### src/rtl/pot_cook_scheduler_if.sv
`default_nettype none
// +----------------------------------------------------------------------+
// | Module      : pot_cook_scheduler_if                                  |
// | Description : Grid-update handshake between the pot cook scheduler   |
// |               (master) and the action block (slave).                 |
// | Revision    : 1.0 - initial release                                  |
// +----------------------------------------------------------------------+
interface pot_cook_scheduler_if;
  logic       upd_valid;
  logic [1:0] upd_idx;
  logic [3:0] upd_code;
  logic       upd_ready;

  modport master (
    output upd_valid,
    output upd_idx,
    output upd_code,
    input  upd_ready
  );

  modport slave (
    input  upd_valid,
    input  upd_idx,
    input  upd_code,
    output upd_ready
  );
endinterface
`default_nettype wire

### src/rtl/pot_cook_scheduler.sv
`default_nettype none
// +----------------------------------------------------------------------+
// | Module      : pot_cook_scheduler                                     |
// | Description : Per-pot cooking timers (raw -> cooked -> fire) with a  |
// |               round-robin arbiter onto the single grid-update port.  |
// |               Optional macro POT_BURN_EN builds the burn/fire phase; |
// |               without it a cooked pot stays cooked forever.          |
// | Revision    : 1.0 - initial release                                  |
// +----------------------------------------------------------------------+
module pot_cook_scheduler #(
  parameter int NUM_POTS       = 4,
  parameter int COOK_TIME      = 10,
  parameter int BURN_TIME      = 5,
  parameter int FRAMES_PER_SEC = 60
) (
  input  logic                     vsync,
  input  logic                     reset,
  input  logic [2:0]               game_state,
  input  logic [NUM_POTS-1:0][3:0] pot_cell,
  pot_cook_scheduler_if.master     upd,
  output logic [NUM_POTS-1:0][3:0] pot_time,
  output logic                     fire_alarm
);

  localparam logic [2:0] GS_PLAY      = 3'd2;
  localparam logic [3:0] G_POT_RAW    = 4'd6;
  localparam logic [3:0] G_POT_COOKED = 4'd7;
  localparam logic [3:0] COOK_T       = 4'(COOK_TIME);

  localparam int                PS_W    = (FRAMES_PER_SEC > 1) ? $clog2(FRAMES_PER_SEC) : 1;
  localparam logic [PS_W-1:0]   PS_LAST = PS_W'(FRAMES_PER_SEC - 1);

  localparam logic [2:0] S_IDLE      = 3'd0;
  localparam logic [2:0] S_COOKING   = 3'd1;
  localparam logic [2:0] S_COOK_PEND = 3'd2;
  localparam logic [2:0] S_COOKED    = 3'd3;
`ifdef POT_BURN_EN
  localparam logic [2:0] S_FIRE_PEND = 3'd4;
  localparam logic [2:0] S_ON_FIRE   = 3'd5;
  localparam logic [3:0] G_POT_FIRE  = 4'd8;
  localparam logic [3:0] BURN_T      = 4'(BURN_TIME);
`endif

  // Parameter sanity: timers are 4 bits and the pot index is 2 bits wide.
  if (COOK_TIME < 1 || COOK_TIME > 15) begin : g_bad_cook_time
    $error("pot_cook_scheduler: COOK_TIME must be 1..15");
  end
  if (BURN_TIME < 1 || BURN_TIME > 15) begin : g_bad_burn_time
    $error("pot_cook_scheduler: BURN_TIME must be 1..15");
  end
  if (NUM_POTS < 1 || NUM_POTS > 4) begin : g_bad_num_pots
    $error("pot_cook_scheduler: NUM_POTS must be 1..4");
  end
  if (FRAMES_PER_SEC < 1) begin : g_bad_fps
    $error("pot_cook_scheduler: FRAMES_PER_SEC must be at least 1");
  end

  logic [PS_W-1:0]              presc_q, presc_d;
  logic                         tick;
  logic [NUM_POTS-1:0][2:0]     state_q, state_d;
  logic [NUM_POTS-1:0][3:0]     time_q, time_d;
  logic [NUM_POTS-1:0]          presented;
  logic [NUM_POTS-1:0]          pend_stay;
  logic                         accept;
  logic                         upd_valid_q, upd_valid_d;
  logic [1:0]                   upd_idx_q, upd_idx_d;
  logic [3:0]                   upd_code_q, upd_code_d;
  logic [1:0]                   rr_ptr_q, rr_ptr_d;
  logic [1:0]                   cand;
  logic                         found;
  logic                         fire_alarm_q, fire_alarm_d;

  assign accept = upd_valid_q & upd.upd_ready;

  // One-second tick generator; frozen outside PLAY.
  always_comb begin
    presc_d = presc_q;
    tick    = 1'b0;
    if (game_state == GS_PLAY) begin
      if (presc_q == PS_LAST) begin
        presc_d = '0;
        tick    = 1'b1;
      end else begin
        presc_d = presc_q + 1'b1;
      end
    end
  end

  // Per-pot phase FSM and countdown; removal takes priority over a tick.
  always_comb begin
    for (int i = 0; i < NUM_POTS; i++) begin
      presented[i] = upd_valid_q && (upd_idx_q == 2'(i));
      state_d[i]   = state_q[i];
      time_d[i]    = time_q[i];
      pend_stay[i] = 1'b0;
      case (state_q[i])
        S_IDLE: begin
          if (pot_cell[i] == G_POT_RAW) begin
            state_d[i] = S_COOKING;
            time_d[i]  = COOK_T;
          end
        end
        S_COOKING: begin
          if (pot_cell[i] != G_POT_RAW) begin
            state_d[i] = S_IDLE;
            time_d[i]  = '0;
          end else if (tick) begin
            if (time_q[i] > 4'd1) begin
              time_d[i] = time_q[i] - 4'd1;
            end else begin
              time_d[i]  = '0;
              state_d[i] = S_COOK_PEND;
            end
          end
        end
        S_COOK_PEND: begin
          // A presented request must run to acceptance even if the pot left.
          if (accept && presented[i]) begin
            state_d[i] = S_COOKED;
`ifdef POT_BURN_EN
            time_d[i]  = BURN_T;
`else
            time_d[i]  = '0;
`endif
          end else if (!presented[i] && pot_cell[i] != G_POT_RAW) begin
            state_d[i] = S_IDLE;
            time_d[i]  = '0;
          end
        end
        S_COOKED: begin
          // RAW is tolerated because the COOKED write lands a frame later.
          if (pot_cell[i] != G_POT_COOKED && pot_cell[i] != G_POT_RAW) begin
            state_d[i] = S_IDLE;
            time_d[i]  = '0;
          end
`ifdef POT_BURN_EN
          else if (tick) begin
            if (time_q[i] > 4'd1) begin
              time_d[i] = time_q[i] - 4'd1;
            end else begin
              time_d[i]  = '0;
              state_d[i] = S_FIRE_PEND;
            end
          end
`endif
        end
`ifdef POT_BURN_EN
        S_FIRE_PEND: begin
          if (accept && presented[i]) begin
            state_d[i] = S_ON_FIRE;
            time_d[i]  = '0;
          end else if (!presented[i] && pot_cell[i] != G_POT_COOKED &&
                       pot_cell[i] != G_POT_RAW) begin
            state_d[i] = S_IDLE;
            time_d[i]  = '0;
          end
        end
        S_ON_FIRE: begin
          if (pot_cell[i] != G_POT_FIRE && pot_cell[i] != G_POT_COOKED) begin
            state_d[i] = S_IDLE;
            time_d[i]  = '0;
          end
        end
`endif
        default: begin
          state_d[i] = S_IDLE;
          time_d[i]  = '0;
        end
      endcase
      // Only pots that are pending now and stay pending are eligible.
`ifdef POT_BURN_EN
      pend_stay[i] = (state_q[i] == S_COOK_PEND || state_q[i] == S_FIRE_PEND) &&
                     (state_d[i] == state_q[i]);
`else
      pend_stay[i] = (state_q[i] == S_COOK_PEND) && (state_d[i] == state_q[i]);
`endif
    end
  end

  // Round-robin request selection; a stalled request holds its fields.
  always_comb begin
    upd_valid_d = upd_valid_q;
    upd_idx_d   = upd_idx_q;
    upd_code_d  = upd_code_q;
    rr_ptr_d    = rr_ptr_q;
    cand        = '0;
    found       = 1'b0;
    if (accept) begin
      rr_ptr_d = (upd_idx_q == 2'(NUM_POTS - 1)) ? 2'd0 : upd_idx_q + 2'd1;
    end
    if (!upd_valid_q || accept) begin
      upd_valid_d = 1'b0;
      for (int k = 0; k < NUM_POTS; k++) begin
        cand = 2'((int'(rr_ptr_d) + k) % NUM_POTS);
        if (!found && pend_stay[cand]) begin
          found       = 1'b1;
          upd_valid_d = 1'b1;
          upd_idx_d   = cand;
`ifdef POT_BURN_EN
          upd_code_d  = (state_q[cand] == S_FIRE_PEND) ? G_POT_FIRE : G_POT_COOKED;
`else
          upd_code_d  = G_POT_COOKED;
`endif
        end
      end
    end
  end

  // Alarm follows the ON_FIRE states being entered on this edge.
  always_comb begin
    fire_alarm_d = 1'b0;
`ifdef POT_BURN_EN
    for (int i = 0; i < NUM_POTS; i++) begin
      if (state_d[i] == S_ON_FIRE) begin
        fire_alarm_d = 1'b1;
      end
    end
`endif
  end

  // State registers, updated on the falling vsync edge.
  always_ff @(negedge vsync or posedge reset) begin
    if (reset) begin
      presc_q      <= '0;
      state_q      <= '0;
      time_q       <= '0;
      upd_valid_q  <= 1'b0;
      upd_idx_q    <= '0;
      upd_code_q   <= '0;
      rr_ptr_q     <= '0;
      fire_alarm_q <= 1'b0;
    end else begin
      presc_q      <= presc_d;
      state_q      <= state_d;
      time_q       <= time_d;
      upd_valid_q  <= upd_valid_d;
      upd_idx_q    <= upd_idx_d;
      upd_code_q   <= upd_code_d;
      rr_ptr_q     <= rr_ptr_d;
      fire_alarm_q <= fire_alarm_d;
    end
  end

  assign upd.upd_valid = upd_valid_q;
  assign upd.upd_idx   = upd_idx_q;
  assign upd.upd_code  = upd_code_q;
  assign pot_time      = time_q;
  assign fire_alarm    = fire_alarm_q;

endmodule
`default_nettype wire

### src/flat_wrapper.sv
// flat-port wrapper written by rule: the top's interface ports become plain ports
module pot_cook_scheduler_flat 
#(
  parameter int NUM_POTS       = 4,
  parameter int COOK_TIME      = 10,
  parameter int BURN_TIME      = 5,
  parameter int FRAMES_PER_SEC = 60
)
  (vsync, reset, game_state, pot_cell, pot_time, fire_alarm, upd_upd_valid, upd_upd_idx, upd_upd_code, upd_upd_ready);
  pot_cook_scheduler_if upd_i ();
  input  logic vsync;
  input  logic reset;
  input  logic [2:0] game_state;
  input  logic [NUM_POTS-1:0][3:0] pot_cell;
  output logic [NUM_POTS-1:0][3:0] pot_time;
  output logic fire_alarm;
  output wire logic [$bits(upd_i.upd_valid)-1:0] upd_upd_valid;
  output wire logic [$bits(upd_i.upd_idx)-1:0] upd_upd_idx;
  output wire logic [$bits(upd_i.upd_code)-1:0] upd_upd_code;
  input wire logic [$bits(upd_i.upd_ready)-1:0] upd_upd_ready;
  assign upd_upd_valid = upd_i.upd_valid;
  assign upd_upd_idx = upd_i.upd_idx;
  assign upd_upd_code = upd_i.upd_code;
  assign upd_i.upd_ready = upd_upd_ready;
  pot_cook_scheduler #(.NUM_POTS(NUM_POTS), .COOK_TIME(COOK_TIME), .BURN_TIME(BURN_TIME), .FRAMES_PER_SEC(FRAMES_PER_SEC)) u_core (.vsync(vsync), .reset(reset), .game_state(game_state), .pot_cell(pot_cell), .upd(upd_i), .pot_time(pot_time), .fire_alarm(fire_alarm));
endmodule
### config.mk
export PLATFORM = sky130hd
export DESIGN_NAME = pot_cook_scheduler_flat
export DESIGN_NICKNAME = d
export VERILOG_FILES = /design/src/rtl/pot_cook_scheduler_if.sv /design/src/rtl/pot_cook_scheduler.sv /design/src/flat_wrapper.sv
export SDC_FILE = /design/constraint.sdc
export NUM_CORES = 1
export LEC_CHECK = 0
export CAP_MARGIN = 20
export CELL_PAD_IN_SITES_DETAIL_PLACEMENT = 1
export CELL_PAD_IN_SITES_GLOBAL_PLACEMENT = 1
export CORE_ASPECT_RATIO = 0.7
export CORE_MARGIN = 3
export CORE_UTILIZATION = 44
export DETAILED_ROUTE_END_ITERATION = 12
export GPL_ROUTABILITY_DRIVEN = 1
export PLACE_DENSITY = 0.92
export SLEW_MARGIN = 20
export SYNTH_ARGS = -nofsm -noshare
export SYNTH_HDL_FRONTEND = slang
export SYNTH_SLANG_ARGS = --single-unit
### constraint.sdc
create_clock -name vsync -period 3.8 [get_ports vsync]
set_clock_uncertainty 0.15 [all_clocks]
set_input_delay 0.76 -clock vsync [delete_from_list [all_inputs] [get_ports vsync]]
set_output_delay 0.76 -clock vsync [all_outputs]
set_load 0.1 [all_outputs]
==> results_dict.tcl, run 1 <==
set metrics [dict create \
    dp_cells 466 \
    yosys.cell_types.count 71 \
    ys.flop_type "dfrtn_1" \
    ctsResizeCount 190 \
    result_of_the_run "did not finish" \
    synth.top_cells.by_area "dfrtn_1, ha_1, mux2i_1" \
    cts_max_path_buffers 2 \
    clk_root_buffer_cell "clkbuf_8" \
    synth_seq_area_share_pct 36.18 \
    cts_setup_buffers 46 \
    synthesis.instances 299 \
    detailed_place_hpwl_mm 9.020 \
    die-width_um 100.8 \
    yosys_warnings 0 \
    dpl-instance-area_mm2 0.004025 \
    io_pins 46 \
    htree_levels 2 \
    numClockSinks 40 \
    gp_routability_congestion 0.9689 \
    lastStage "4_1_cts" \
    synth_top_area_share_pct 36.18 \
    error "[ERROR DPL-0033] detailed placement checks failed during check placement." \
    cts.hold.buffers_added 0 \
    floorplan.initialDensity_pct 46.89 \
    place.port_buffers 43 \
    synth_enable_flop_cells 0 \
    syn-cell-area_mm2 0.002766 \
    std_cell_rows 23 \
    cell_type_with_the_largest_total_area_after_synthesis "dfrtn_1" \
    synth-async-reset-ratio_pct 100.0 \
    synth_seq_cells 40 \
    cts-buffers-inserted 5 \
    syn_area_per_cell_um2 9.252 \
    chipHeight_um 72.34 \
]
[logic make-up after synthesis]
family | after synthesis | share of synthesized area [%]
other cells | 1 | 0.1356
simple gates | 117 | 25.06
fa+ha+maj | 13 | 5.880
xor+xnor | 1 | 0.3167
mux | 14 | 5.247
compound gates | 87 | 23.07
flops | 40 | 36.18
buf+inv | 26 | 4.115
[synthesized netlist by cell type, types with 3 or more instances]
library cell  number
a21oi_1           11
o31ai_1            3
mux2i_1           10
o22ai_1            4
or3_1              5
buf_4              4
nand3_1            8
a31oi_1            4
nor4bb_1           3
nor2_1            20
ha_1              13
nand3b_1           4
mux2_2             4
inv_1             17
nand4bb_1          5
nand4_1            6
nor3b_1            4
dfrtn_1           40
nand2b_1           4
o311ai_0           3
a22oi_1            3
clkbuf_1           3
o211ai_1           6
a21o_1             4
o21bai_1           3
o21a_1             3
nor3_1            12
o21ai_0           11
nand2_1           24
and4bb_2           3
[through the flow]
step | setup TNS [ps] | setup slack [ps]
floorplan | -5166 | -521.5
global placement | -22580 | -997.7
detailed placement | -26890 | -1063
==> run 2: changes to the inputs <==
--- a/config.mk
+++ b/config.mk
@@ -6,14 +6,11 @@
 export NUM_CORES = 1
 export LEC_CHECK = 0
 export CAP_MARGIN = 20
-export CELL_PAD_IN_SITES_DETAIL_PLACEMENT = 1
-export CELL_PAD_IN_SITES_GLOBAL_PLACEMENT = 1
-export CORE_ASPECT_RATIO = 0.7
 export CORE_MARGIN = 3
-export CORE_UTILIZATION = 44
+export CORE_UTILIZATION = 30
 export DETAILED_ROUTE_END_ITERATION = 12
 export GPL_ROUTABILITY_DRIVEN = 1
-export PLACE_DENSITY = 0.92
+export PLACE_DENSITY_LB_ADDON = 0.15
 export SLEW_MARGIN = 20
 export SYNTH_ARGS = -nofsm -noshare
 export SYNTH_HDL_FRONTEND = slang
==> run 2 against run 1 <==
Against the previous run:
- the flow now finishes, with violations (negative setup slack)
- synthesized cell count did not move
- synthesized area did not move
==> results_dict.tcl, run 2 <==
set metrics [dict create \
    met3WireLength_um 250 \
    rsz0062_at_grt "true" \
    layout.cells.most_common_list "buf_4, dfrtn_1, buf_6, buf_12, nand2_1" \
    r2r.worst_path.cells 8 \
    max_slew.worst_pin.slew_ps 707.8 \
    floorplan.initialDensity_pct 31.26 \
    die-width_um 102.0 \
    critical_path.reg2reg.endpoint "u_core.pot_time[1]" \
    synth_enable_flop_cells 0 \
    finalNetCount 467 \
    synth_seq_cells 40 \
    syn_area_per_cell_um2 9.252 \
    p_total_mw 1.115 \
    syn-cell-area_mm2 0.002766 \
    routed-wl-met2_mm 4.193 \
    cts_tree "done" \
    design.die.area_mm2 0.01041 \
    total_leakage_power_nw 2.109 \
    mean_number_of_vias_per_cell 5.388 \
    critical_path.reg2reg.startpoint "u_core.upd.upd_idx[0]" \
    detailed_place_hpwl_mm 5.601 \
    synth_top_cells_by_count "dfrtn_1, nand2_1, nor2_1" \
    setup.worst_path.end_class "register" \
    crit_path_top_delay_cell "or4b_4" \
    cp-startpoint "pot_cell[15]" \
    timing.critical_path.from_type "input pin" \
    cp.depth 5 \
    wl_per_cell_um 15.64 \
    gr-usage-all-layers_pct 16.57 \
    ys.flop_type "dfrtn_1" \
    cts_max_path_buffers 2 \
    placeableCoreArea_mm2 0.008848 \
    final_design_area_no_fill_mm2 0.004798 \
    drv.max_cap_violation_count 0 \
    flip_flop_count_of_the_largest_register_all_copies_and_words_added 16 \
    areaGrowthSynthToFinish_pct 73.45 \
    worst_slew_margin_relative_to_its_limit_pct 52.71 \
    worst_path_largest_cell_delay_ps 530 \
    fin_setup_tns_ps -2180 \
    post_route_cells_drive_above_1_share_pct 48.96 \
    grt_pass1_wl_mm 13.88 \
    yosys_warnings 0 \
    crit_required_ps 2080 \
    pin_count_of_the_biggest_net_entering_global_routing 41 \
    number_of_max_slew_violations_in_the_final_report 0 \
    drt_wl_total_mm 8.460 \
    most_used_standard_cell_by_instance_count_after_synthesis "dfrtn_1" \
    r2r_slack_ps 1330 \
    clk_root_buffer_cell "clkbuf_8" \
    io_pins 46 \
    synth_seq_area_share_pct 36.18 \
    synthesis.instances 299 \
    cellPowerDensity_mw_per_mm2 232.3 \
    globalRouteOverflowTotal 0 \
    setup_viol 21 \
    timing.final.hold_violations 0 \
    preCtsSetupSlack_ps -1034 \
    detail_route.wirelength.met1_mm 3.912 \
    std_cell_rows 34 \
    cts-buffers-inserted 5 \
    setup_slack_ps -289.3 \
    clk-insertion-delay-late_ps 300 \
    worst_path_most_repeated_cell "or4_4" \
    dpl-instance-area_mm2 0.004021 \
    timing.hold.ws_ps 304.3 \
    synth.top_cells.by_area "dfrtn_1, ha_1, mux2i_1" \
    yosys.cell_types.count 71 \
    crit_path_category "input pin to register" \
    route.detailed.drc 0 \
    hp-class "register to register" \
    clkTransAtPathRegs_ps 60 \
    first_global_vias 2846 \
    cp_num_buf_inv 1 \
    timing.critical_path.fanout_max 2 \
    core_util_final_pct 54.23 \
    route.antenna.remaining_nets 0 \
    cell_type_with_the_largest_total_area_after_synthesis "dfrtn_1" \
    worst_path_dominant_cell_family "simple AND/OR/NAND/NOR gates" \
    most_frequent_standard_cell_in_the_layout_excluding_fill_and_tap_cells "buf_4" \
    chipHeight_um 102.0 \
    via_total_after_detailed_routing 2915 \
    drt_iter0_drc 101 \
    dp_cells 493 \
    filler_cell_count 824 \
    highest-signal-layer "met4" \
    numClockSinks 40 \
    cp_cell_sequence "buf_8 -> or4b_4 -> or4_4 -> or4_4 -> o211ai_2" \
    synth-async-reset-ratio_pct 100.0 \
    antenna_cells_inserted 0 \
    violations "negative setup slack" \
    cp.arrival_ps 2370 \
    number_of_antenna_violations_at_the_first_check_in_global_routing 0 \
    irDropWorstVdd_mv 0.1426 \
    layout.cells.non_filler 541 \
    place.port_buffers 43 \
    gp_routability_congestion 0.8354 \
    critPathCapture "u_core.pot_time[13]" \
    synth_top_area_share_pct 36.18 \
    first_pass_iters 4 \
    htree_levels 2 \
    result_of_the_run "finished, violations left" \
]
-- run 2: cell counts after synthesis --
No cell type changed its count.
-- run 2: area by class of cell --
class                      count  area [um^2]  share of cell area (%)
multi-input combinational    238         2168                   45.19
clock buffer                   5        68.82                   1.434
timing repair buffer         130         1343                   27.98
tap                          108        135.1                   2.816
inverter                      17        63.81                   1.330
sequential                    40         1001                   20.86
clock inverter                 3        18.77                  0.3911
-- run 2: worst min-delay path by stage --
stage                            startpoint                 to  slack (ps)  depth (start not counted)
after CTS                 u_core.presc_q[0]  u_core.presc_q[0]         310                          1
final                     u_core.presc_q[0]  u_core.presc_q[0]         300                          1
after global routing      u_core.presc_q[0]  u_core.presc_q[0]         350                          1
after global placement    u_core.presc_q[0]  u_core.presc_q[0]         290                          1
after detailed placement  u_core.presc_q[0]  u_core.presc_q[0]         310                          1
after floorplan           u_core.presc_q[0]  u_core.presc_q[0]         270                          1
-- run 2: timing repair --
action | 4_1_cts | 5_1_grt
buffers inserted | 32 | 11
pin swaps | 41 | 27
hold buffers | 0 | 0
setup endpoints to repair | 54 | 34
resized for setup | 145 | 30
hold endpoints to repair | 0 | 0
-- run 2: metal layers --
metal	up-vias	global-route usage, %
met4	0	4.541
met3	11	2.526
li1	1419	-
met1	1434	22.42
met2	51	27.59
met5	-	0
-- run 2: report_power, final --
group | internal (mW) | total, mW | switching (mW)
clock | 0.128 | 0.294 | 0.166
sequential | 0.459 | 0.497 | 0.0382
combinational | 0.148 | 0.323 | 0.175
-- run 2: cells by family (layout without fill, tap and decap cells) --
family,after synthesis,count (layout),share of synthesized area (%)
flip-flops,40,40,36.18
multiplexers,14,14,5.247
XOR/XNOR,1,1,0.3167
buffers and inverters,26,155,4.115
AND/OR/NAND/NOR,117,117,25.06
AO/OA/AOI/OAI,87,87,23.07
other,1,6,0.1356
adder cells (fa/ha/maj),13,13,5.880
(Power assumes the default switching activity.)
==> patch 1, RTL diff (settings of run 2) <==
`FRAMES_PER_SEC` is set to 60 in 2 places; all go to 90.
--- a/src/rtl/pot_cook_scheduler.sv
+++ b/src/rtl/pot_cook_scheduler.sv
@@ -11,7 +11,7 @@
   parameter int NUM_POTS       = 4,
   parameter int COOK_TIME      = 10,
   parameter int BURN_TIME      = 5,
-  parameter int FRAMES_PER_SEC = 60
+  parameter int FRAMES_PER_SEC = 90
 ) (
   input  logic                     vsync,
   input  logic                     reset,
--- a/src/flat_wrapper.sv
+++ b/src/flat_wrapper.sv
@@ -4,7 +4,7 @@
   parameter int NUM_POTS       = 4,
   parameter int COOK_TIME      = 10,
   parameter int BURN_TIME      = 5,
-  parameter int FRAMES_PER_SEC = 60
+  parameter int FRAMES_PER_SEC = 90
 )
   (vsync, reset, game_state, pot_cell, pot_time, fire_alarm, upd_upd_valid, upd_upd_idx, upd_upd_code, upd_upd_ready);
   pot_cook_scheduler_if upd_i ();
Behaviour: no difference found for any inputs over 4 cycles, from zero or initial values and one cycle with reset high; that may be too few to reach the edited logic, so the function may still have changed.
==> patch 1 against run 2 <==
  * The run still ends with setup timing left
  * Cell area decreased by 0.63%
  * Sequential cell count increased by 1
  * Cell count increased by 2.8%
  * Routed wire length decreased by 7.0%
  * Setup slack improved by 0.018 ns
  * Largest cell class unchanged
  * Highest routed layer unchanged
  * Register-to-register slack improved by 0.17 ns
  * Synthesized area increased by 1.7%
  * Critical endpoint is now u_core.upd.upd_idx[1]
  * Total power increased by 8.6%
  * Critical path depth increased by 3
==> patch 1: results (changes against run 2) <==
grt_first_pass_wirelength_mm: 12.7  # -8.5%
synth.cells.most_frequent: "41 x dfrtn_1, 28 x nor2_1, 22 x inv_1, 22 x nor3_1, 22 x o21ai_0"
clock_area_share_pct: 1.81  # -0.015 points
synth_cell_type_count: 73  # +2.8%
grt_max_degree: 27  # -34%
setup_viol: 24  # +14%
hold_path_end: "u_core.presc_q[6]"
placed_area_um2: 4040  # +0.34%
crit_path_start: "pot_cell[7]"
intPower_mw: 0.800  # +8.8%
violations: "setup timing"
grt.total_usage_pct: 15.1  # -1.5 points
final-nonclk-buf-share_pct: 29.3  # +1.3 points
placed_cells: 507  # +2.8%
drt_iter0_drc: 106  # +5.0%
post_cts_buffers: 33  # +3.1%
via_per_inst: 5.10  # -5.4%
ctsResizeCount: 142  # -2.1%
synthXorXnorAreaFrac_pct: 0.311  # -0.0052 points
drive_above_1_share_pct: 46.4  # -2.5 points
final_nets: 484  # +3.6%
r2r.worst_path.cells: 10  # +2
dpl.hpwl_mm: 5.57  # -0.61%
seq_cells: 41  # +2.5%
inverters_excl_clock: 22  # +5
hold_start: "u_core.presc_q[6]"
whs_ns: 0.280  # -0.0244 ns
multi_input_area_um2: 2040  # -5.8%
worstPathMaxFanout: 6  # +4
multi_input_gates: 243  # +2.1%
seq_area_um2: 1030  # +2.5%
ir_drop_mv: 0.117  # -18%
worstMarginPinSlew_ns: 0.706  # -0.00189 ns
post_drt_wl_per_cell_um: 14.2  # -9.5%
sh_seq_area_pct: 21.5  # +0.66 points
synth_area_per_cell_um2: 9.04  # -2.2%
nClkBuffers: 7  # +2
synthMuxAreaShare_pct: 2.22  # -3.0 points
rrSetupSlack_ns: 1.50  # +0.17 ns
worst_slack_ns: -0.271  # +0.0185 ns
outcome: "complete, but fails checks"
fillers: 807  # -2.1%
cp-endpoint: "u_core.upd.upd_idx[1]"
==> patch 1: power by group through the flow <==
stage	Sequential [mW]	Clock, mW	Combinational (mW)
final	0.521	0.299	0.391
after global placement	0.532	0	0.318
after global routing	0.527	0.325	0.420
after detailed placement	0.533	0	0.322
after CTS	0.521	0.306	0.370
after floorplan	0.598	0	0.119
==> patch 1: stage by stage <==
step | TNS, ns | setup slack (ns)
2_1_floorplan | -6.21 | -0.471
3_3_place_gp | -24.14 | -0.879
3_5_place_dp | -24.89 | -0.954
4_1_cts | -3.14 | -0.250
5_1_grt | -4.39 | -0.289
6_report | -3.08 | -0.271
==> patch 1: worst max-delay path: stages <==
cell	delay (ns)
buf_6	0.09
nand4bb_4	0.25
buf_12	0.16
a211oi_4	0.27
buf_6	0.18
a211oi_2	0.05
o32ai_1	0.29
mux2i_1	0.10
==> patch 1: metal layers <==
layer	up-vias	GRT usage, %	wire (um)
li1	1434	-	-
met1	1365	20.1	3700
met2	29	25.7	3920
met3	5	2.30	188
met4	0	3.88	63
met5	-	0	0
==> patch 2, RTL diff (settings of run 2) <==
Without the edit above. Make the reset (`reset`) synchronous in one clocked block.
--- a/src/rtl/pot_cook_scheduler.sv
+++ b/src/rtl/pot_cook_scheduler.sv
@@ -219,7 +219,7 @@
   end
 
   // State registers, updated on the falling vsync edge.
-  always_ff @(negedge vsync or posedge reset) begin
+  always_ff @(negedge vsync) begin
     if (reset) begin
       presc_q      <= '0;
       state_q      <= '0;
Function: differs if reset is asserted again (counterexample within 4 cycles, from zero or initial values and one cycle with reset high); with reset held inactive, the same outputs for 4 cycles.
==> patch 2 against run 2 <==
  * Sequential power decreased by 9.3%
  * Routed wire length decreased by 9.4%
  * Clock power increased by 77%
  * Setup slack improved by 0.11 ns
  * Total power increased by 8.8%
  * Highest routed layer unchanged
  * The run still ends with setup timing left
  * Synthesized area decreased by 6.6%
  * Sequential cell count unchanged
  * Synthesized cell count increased by 7.0%
  * Count of clock-buffer cells in the layout unchanged
  * Via count decreased by 1.7%
  * Cell area decreased by 3.0%
  * Non-clock buffer count decreased by 9
==> patch 2: results (changes against run 2) <==
outcome: "complete, but fails checks"
violations: "setup timing"
netlist_instances: 320  # +7.0%
fillers: 754  # -8.5%
portBuffers: 43  # unchanged
cts_root_buf: "clkbuf_8"
ir_drop_mv: 0.146  # +2.5%
setup_viol: 21  # unchanged
cp_slowest_cell: "or3_1"
drt_iter0_drc: 60  # -41%
worst_slack_ns: -0.179  # +0.110 ns
via_per_inst: 4.92  # -8.7%
worstPathMaxFanout: 6  # +4
grt.total_usage_pct: 15.1  # -1.4 points
cts_buffers: 5  # unchanged
gp_congestion: 0.775  # -7.3%
synth_area_leaders: "dfxtp_1 31%, ha_1 6.3%, nor2_1 4.9%, a21oi_1 4.5%, nor3_1 4.5%"
clock_latency_ns: 0.37  # +0.07 ns
arrival_ns: 2.21  # -0.16 ns
synth.cells.most_frequent: "40 x dfxtp_1, 34 x nor2_1, 27 x nand2_1"
final_nets: 511  # +9.4%
ys_warn_count: 0  # unchanged
worstMarginPinSlew_ns: 0.586  # -0.121 ns
largest_reg_flops: 16  # unchanged
diodes: 0  # unchanged
synth_seq_area_share_pct: 31.0  # -5.2 points
clockBufferDepth: 2  # unchanged
fin_tns_setup_ns: -1.90  # +0.280 ns
clkTransAtPathRegs_ns: 0.03  # -0.03 ns
synth-async-reset-ratio_pct: 0  # -100 points
switchingPower_mw: 0.423  # +12%
synth_cell_type_count: 59  # -17%
placed_cells: 504  # +2.2%
h-tree-depth: 2  # unchanged
grt_pass1_vias: 2853  # +0.25%
hp-class: "flop to flop"
dpl.hpwl_mm: 5.15  # -8.1%
layout.cells.non_filler: 582  # +7.6%
grt_first_pass_wirelength_mm: 12.5  # -9.6%
leakage_nw: 2.01  # -4.8%
max_stage_delay_ns: 0.30  # -0.23 ns
grt_max_degree: 14  # -66%
post_drt_wl_per_cell_um: 13.2  # -16%
drive_above_1_share_pct: 44.0  # -4.9 points
antenna_found_initial: 0  # unchanged
first_pass_iters: 4  # unchanged
[patch 2: cell types whose count changed after synthesis, moves of 5 or more]
cell	change
dfrtn_1	-40
dfxtp_1	+40
nor2_1	+14
a21oi_1	+12
nor3_1	+11
xnor2_1	+6
clkbuf_1	+5
nor2b_1	+5
[patch 2: logic make-up (layout without fill, tap and decap cells)]
logic type	after synthesis	in the layout	synth area share (%)
other	1	6	0.145
adders and majority gates	13	13	6.30
xor gates and xnor gates	10	10	3.39
AOI/OAI and AO/OA	71	71	19.6
and+or+nand+nor	143	143	30.4
DFF	40	40	31.0
buffers and inverters	33	185	5.67
muxes	9	9	3.49
[patch 2: area by class of cell]
cell class	count	area share, %
multi-input cells	252	44.9
repair buffers	121	27.3
flip-flops and latches	40	18.1
clock inverters	43	4.09
well taps	105	2.82
clock buffers	5	1.48
inverters	16	1.29
[patch 2: routing by layer]
metal  routed length (um)  track usage (%)
met5                    0                0
met4                   40             4.83
met3                  299             4.46
met2                 3950             24.7
met1                 3370             19.2
[patch 2: path summary, 6_finish.rpt]
| path | start | end | slack (ns) | depth (start not counted) |
|---|---|---|---|---|
| worst max register to register | u_core.upd.upd_idx[1] | u_core.upd.upd_idx[1] | 1.72 | 8 |
| worst max-delay path | game_state[2] | u_core.pot_time[4] | -0.18 | 10 |
| worst min-delay path | u_core.presc_q[4] | u_core.presc_q[4] | 0.36 | 2 |
| worst min register to register | u_core.presc_q[4] | u_core.presc_q[4] | 0.36 | 2 |
[patch 2: worst max-delay path, delay by kind of cell]
| family | cells | cell delay, ns |
|---|---|---|
| buffers and inverters | 4 | 0.45 |
| AND/OR/NAND/NOR | 3 | 0.66 |
| AO/OA/AOI/OAI | 3 | 0.32 |
[patch 2: what timing repair did]
item / CTS / global route
setup buffers: 22 / 12
hold buffers: 0 / 0
resized for setup: 123 / 54
pin swaps: 46 / 50
endpoints found under the setup margin: 45 / 28
[patch 2: power groups by stage]
stage	Combinational, mW	Clock [mW]	Sequential (mW)
6_report	0.242	0.519	0.451
5_1_grt	0.258	0.592	0.451
4_1_cts	0.223	0.541	0.452
3_5_place_dp	0.211	0.0658	0.457
3_3_place_gp	0.210	0.0658	0.457
2_1_floorplan	0.0799	0.0658	0.499
[patch 2: stage by stage]
stage / cell area (um^2) / setup slack, ns / power, mW
3_3_place_gp: 3780 / -0.833 / 0.733
4_1_cts: 4350 / -0.241 / 1.22
5_1_grt: 4650 / -0.227 / 1.30
2_1_floorplan: 2750 / -0.353 / 0.644
3_5_place_dp: 3780 / -0.878 / 0.733
6_report: 4650 / -0.179 / 1.21
